`config.mk`:
```
export PLATFORM = sky130hd
export DESIGN_NAME = medidor_pulso
export DESIGN_NICKNAME = d
export VERILOG_FILES = /design/src/rtl/medidor_pkg.sv /design/src/rtl/sincronizador.sv /design/src/rtl/medidor_pulso.sv
export SDC_FILE = /design/constraint.sdc
export NUM_CORES = 1
export LEC_CHECK = 0
export ABC_AREA = 1
export CAP_MARGIN = 30
export CELL_PAD_IN_SITES_DETAIL_PLACEMENT = 0
export CELL_PAD_IN_SITES_GLOBAL_PLACEMENT = 1
export CORE_ASPECT_RATIO = 1.5
export CORE_UTILIZATION = 41
export CTS_CLUSTER_DIAMETER = 50
export DETAILED_ROUTE_END_ITERATION = 7
export GPL_ROUTABILITY_DRIVEN = 0
export GPL_TIMING_DRIVEN = 1
export HOLD_SLACK_MARGIN = 0.1
export PLACE_DENSITY_LB_ADDON = 0.1
export SLEW_MARGIN = 25
export SYNTH_ARGS = -nofsm -noshare
export SYNTH_HDL_FRONTEND = slang
export SYNTH_SLANG_ARGS = --single-unit
```
`constraint.sdc`:
```
create_clock -name clk -period 2.05 [get_ports clk]
set_input_delay 0.41 -clock clk [delete_from_list [all_inputs] [get_ports clk]]
set_output_delay 0.41 -clock clk [all_outputs]
set_load 0.01 [all_outputs]
```
`src/rtl/medidor_pkg.sv`:
```
// Shared definitions for the pulse width/period meter: FSM encoding and parameter defaults.
package medidor_pkg;

   localparam int unsigned CNT_W_DEF  = 8;
   localparam int unsigned SYNC_N_DEF = 2;

   typedef enum logic [2:0] {
      IDLE,
      ARM,
      HIGH,
      LOW,
      REPORT
   } estado_t;

endpackage

```
`src/rtl/sincronizador.sv`:
```
// Multi-flop synchronizer bringing an asynchronous level into the clk domain.
module sincronizador
   import medidor_pkg::*;
#(
   parameter int unsigned SYNC_N = SYNC_N_DEF
) (
   input  logic clk,
   input  logic reset,
   input  logic d,
   output logic q
);

   logic [SYNC_N-1:0] etapa;

   always_ff @(posedge clk or posedge reset) begin
      if (reset) etapa <= '0;
      else       etapa <= {etapa[SYNC_N-2:0], d};
   end

   assign q = etapa[SYNC_N-1];

endmodule

```
`src/rtl/medidor_pulso.sv`:
```
// Measures high time and rise-to-rise period of a synchronized pulse, in clk cycles,
// and offers each result through a valid/ready handshake.
module medidor_pulso
   import medidor_pkg::*;
#(
   parameter int unsigned CNT_W  = CNT_W_DEF,
   parameter int unsigned SYNC_N = SYNC_N_DEF
) (
   input  logic             clk,
   input  logic             reset,
   input  logic             en,
   input  logic             y_in,
   input  logic             res_ready,
   output logic             res_valid,
   output logic [CNT_W-1:0] pulse_width,
   output logic [CNT_W-1:0] pulse_period,
   output logic             overflow,
   output logic [7:0]       meas_count
);

   localparam logic [CNT_W-1:0] CNT_MAX = '1;

   estado_t           state, state_next;
   logic              y_s, y_d, primed, sync_ok;
   logic              rise, fall;
   logic [SYNC_N-1:0] fill;
   logic [CNT_W-1:0]  width_cnt, per_cnt;
   logic              per_sat, capture, xfer, sat_result;

   function automatic logic [CNT_W-1:0] sat_inc(input logic [CNT_W-1:0] v);
      return (v == CNT_MAX) ? v : v + 1'b1;
   endfunction

   sincronizador #(.SYNC_N(SYNC_N)) u_sync (
      .clk   (clk),
      .reset (reset),
      .d     (y_in),
      .q     (y_s)
   );

   // The synchronizer powers up at 0, so an input already high at release would look
   // like a rise. Edges count only after a genuine low has come through the chain.
   assign sync_ok = fill[SYNC_N-1];
   assign rise    = y_s & ~y_d & primed;
   assign fall    = ~y_s & y_d;
   assign per_sat = (per_cnt == CNT_MAX);

   always_ff @(posedge clk or posedge reset) begin
      if (reset) begin
         y_d    <= 1'b0;
         fill   <= '0;
         primed <= 1'b0;
      end else begin
         y_d  <= y_s;
         fill <= {fill[SYNC_N-2:0], 1'b1};
         if (sync_ok && !y_s) primed <= 1'b1;
      end
   end

   always_ff @(posedge clk or posedge reset) begin
      if (reset) state <= IDLE;
      else       state <= state_next;
   end

   always_comb begin
      state_next = state;
      unique case (state)
         IDLE:    if (en) state_next = ARM;
         ARM: begin
            if (!en)       state_next = IDLE;
            else if (rise) state_next = HIGH;
         end
         HIGH: begin
            if (!en)          state_next = IDLE;
            else if (per_sat) state_next = REPORT;
            else if (fall)    state_next = LOW;
         end
         LOW: begin
            if (!en)                  state_next = IDLE;
            else if (rise || per_sat) state_next = REPORT;
         end
         REPORT:  if (res_ready) state_next = en ? ARM : IDLE;
         default: state_next = IDLE;
      endcase
   end

   always_comb begin
      res_valid  = (state == REPORT);
      xfer       = (state == REPORT) && res_ready;
      capture    = (state != REPORT) && (state_next == REPORT);
      // A terminating rise wins over saturation on the same cycle: the count is still exact.
      sat_result = !((state == LOW) && rise);
   end

   always_ff @(posedge clk or posedge reset) begin
      if (reset) begin
         width_cnt    <= '0;
         per_cnt      <= '0;
         pulse_width  <= '0;
         pulse_period <= '0;
         overflow     <= 1'b0;
         meas_count   <= '0;
      end else begin
         if (state_next == HIGH || state_next == LOW) begin
            if (state == ARM) begin
               width_cnt <= {{(CNT_W-1){1'b0}}, 1'b1};
               per_cnt   <= {{(CNT_W-1){1'b0}}, 1'b1};
            end else begin
               per_cnt <= sat_inc(per_cnt);
               if (state == HIGH && !fall) width_cnt <= sat_inc(width_cnt);
            end
         end else begin
            width_cnt <= '0;
            per_cnt   <= '0;
         end

         if (capture) begin
            pulse_width  <= width_cnt;
            pulse_period <= per_cnt;
            overflow     <= sat_result;
         end

         if (xfer) meas_count <= meas_count + 8'd1;
      end
   end

endmodule
```
==> metrics.cfg <==
[status]
status = completed

[cts]
cts_root_buf = clkbuf_8
tritoncts = done
holdBufCountCts = 0
numCtsBuffers = 5
clockBufferDepth = 2
path_clk_slew_ns = 0.09
clock_latency_ns = 0.30
htree_levels = 2
cts.sinks = 50

[placed_design]
place_hpwl_mm = 3.26
portBuffers = 30
placed_area_sq_um = 2720
dp_cells = 359

[floorplan]
start_util_pct = 42.6
num_rows = 33
io-pin-count = 31
core_sq_um = 5450
dieArea_sq_um = 5980
fp.dieH_microns = 94.2
die_w_microns = 63.5

[pwr]
internal-power_uw = 1420
power_density_nw_per_um2 = 654
power_frac_clock_pct = 37.8
switching_share_pct = 23.2
pwr-share-comb_pct = 6.9
max-vdd-ir-drop_v = 0.000414
power_frac_seq_pct = 55.3
power.leakage_uw = 0.00137
p_switching_uw = 429

[yosys]
yosys_warnings = 0
synth_nets = 268
synth_top_area_share_pct = 53.9
synth_seq_cells = 50
synth_cell_types = 28
synth_top_area_cell = dfrtp_1
syn_area_per_cell_sq_um = 8.93
syn_inst = 260
synthArstFlopShare_pct = 100
synth_area_sq_um = 2320
synthTopCellsByArea = dfrtp_1 (54%), nand2_1 (11%), nand3_1 (6.3%)
synth.most_common_cell = nand2_1
synth_flop_cell = dfrtp_1
yosysSeqAreaShare_pct = 53.9
synth-edff-count = 0
synth_common_cells = nand2_1 (66), dfrtp_1 (50), nand3_1 (29)

[min_path]
holdCritPathClass = flip-flop to flip-flop
min_to = fill[1]
min-delay-start = fill[0]
whs_path_depth = 0

[setup_path]
crit_path_max_fanout = 4
ff2ff_path_depth = 10
critPathLaunchType = flip-flop
cp.required_ns = 1.64
cp.arrival_ns = 1.53
rr_startpoint = per_cnt[0]
ff2ff_setup_slack_ns = 0.41
r2r-end = overflow
cp-end-kind = primary output
crit_type = flip-flop to primary output

[global_routing]
grt_max_degree = 37
grt_use_total_pct = 17.1
grt_overflow = 0
grt_pass1_wl_mm = 7.93
antenna_found_initial = 0
grt_pass1_vias = 1705

[final_layout]
stdcell_area_sq_um = 2830
drive_above_1_share_pct = 11.1
area_growth_pct = 21.9
stdcell_count = 367
n_antenna_cell = 0
final_nets = 304

[drt]
via_per_inst = 4.70
ant_nets = 0
drc = 0
via_count = 1724
wl_per_cell_microns = 12.1
drt_iter0_drc = 58
firstDrtPassIters = 4
drt_wl_total_mm = 4.46

[timing]
skew_ns = 0.00549
layout_min_cycle_time_ns = 1.94
hold_viol = 0
period_share_pct = 94.7
rsz0062_at_grt = false
whs_ns = 0.353
fin_tns_setup_ns = 0
drv_slew = 0
fmaxAchievable_mhz = 515
finalSetupViolCount = 0

[flow_run]
cap_violations = 0

[how the worst max path moves through the flow]
stage                   from         to  slack (ns)  cells past startpoint
floorplan              reset    fill[0]        0.44                      1
global placement          en   overflow        0.14                      8
detailed placement        en   overflow        0.16                      8
CTS                 state[0]  res_valid        0.08                      4
global route        state[0]  res_valid        0.02                      4
finish              state[0]  res_valid        0.11                      4
[cells in the final DEF (no fill, tap or decap), drive strengths merged]
cell	Yosys	layout
a21oi	2	2
buf	4	3
bufinv	0	1
clkbuf	0	5
clkdlybuf4s50	0	30
clkinv	0	1
conb	1	1
dfrtp	50	50
ha	3	3
inv	29	30
nand2	74	74
nand3	32	32
nand3b	2	2
nand4	7	7
nor2	28	28
nor3	3	3
nor3b	1	1
o21ai	7	7
o21bai	2	2
or2	1	1
xnor2	6	6
xor2	8	8
[final cells by class]
| class | instances | area (sq um) |
|---|---|---|
| Sequential cell | 50 | 1250 |
| Fill cell | 551 | 2620 |
| Timing Repair Buffer | 33 | 335 |
| Tap cell | 70 | 87.6 |
| Multi-Input combinational cell | 177 | 936 |
| Clock inverter | 3 | 43.8 |
| Clock buffer | 5 | 68.8 |
| Inverter | 29 | 109 |
[power by group through the flow]
| stage | sequential (uW) | combinational, uW | clock (uW) |
|---|---|---|---|
| after global placement | 1040 | 131 | 0 |
| after detailed placement | 1040 | 131 | 0 |
| after floorplan | 1050 | 68.4 | 0 |
| final | 1030 | 127 | 700 |
| after CTS | 1030 | 132 | 731 |
| after global routing | 1030 | 145 | 761 |
[flip-flops by register name (all words and copies together) (netlist names)]
register / flops
per_cnt: 8
u_sync.etapa: 2
meas_count: 8
overflow: 1
y_d: 1
state: 3
width_cnt: 8
pulse_width: 8
fill: 2
primed: 1
pulse_period: 8
[logic make-up (layout without fill, tap and decap cells)]
family,Yosys count,count (layout),share of synthesized area (%)
AOI/OAI and AO/OA,11,11,2.75
xor gates and xnor gates,14,14,5.28
adders and majority gates,3,3,1.62
buffers and inverters,33,70,5.93
DFF,50,50,53.9
other,1,1,0.161
and+or+nand+nor,148,148,30.4
[worst max-delay path, stage by stage, from the launching register on]
cell and delay (ns):
dfrtp_1 0.44, nor2_2 0.14, nand2_2 0.06, inv_1 0.07, clkdlybuf4s50_1 0.53
[through the flow]
stage               worst slack (ns)  total power, uW  util (%)
finish                         0.109             1850      52.0
global route                  0.0198             1940      52.0
CTS                           0.0813             1890      51.9
detailed placement             0.156             1180      49.8
global placement               0.143             1170      49.8
floorplan                      0.439             1110         -
[layer usage]
layer  global-route usage, %  part of all wire, %  up-vias  wire length [microns]
li1                        -                    -      890                      -
met1                    21.5                   46      794                   2050
met2                    29.5                   49       35                   2200
met3                    2.91                  3.3        5                    148
met4                    5.11                  1.3        0                     56
met5                       0                    0        -                      0
[timing repair]
item | in CTS | in global routing
resized for setup | 0 | 1
buffers inserted | 0 | 0
setup endpoints to repair | 0 | 1
Power figures use the tool's default switching activity.
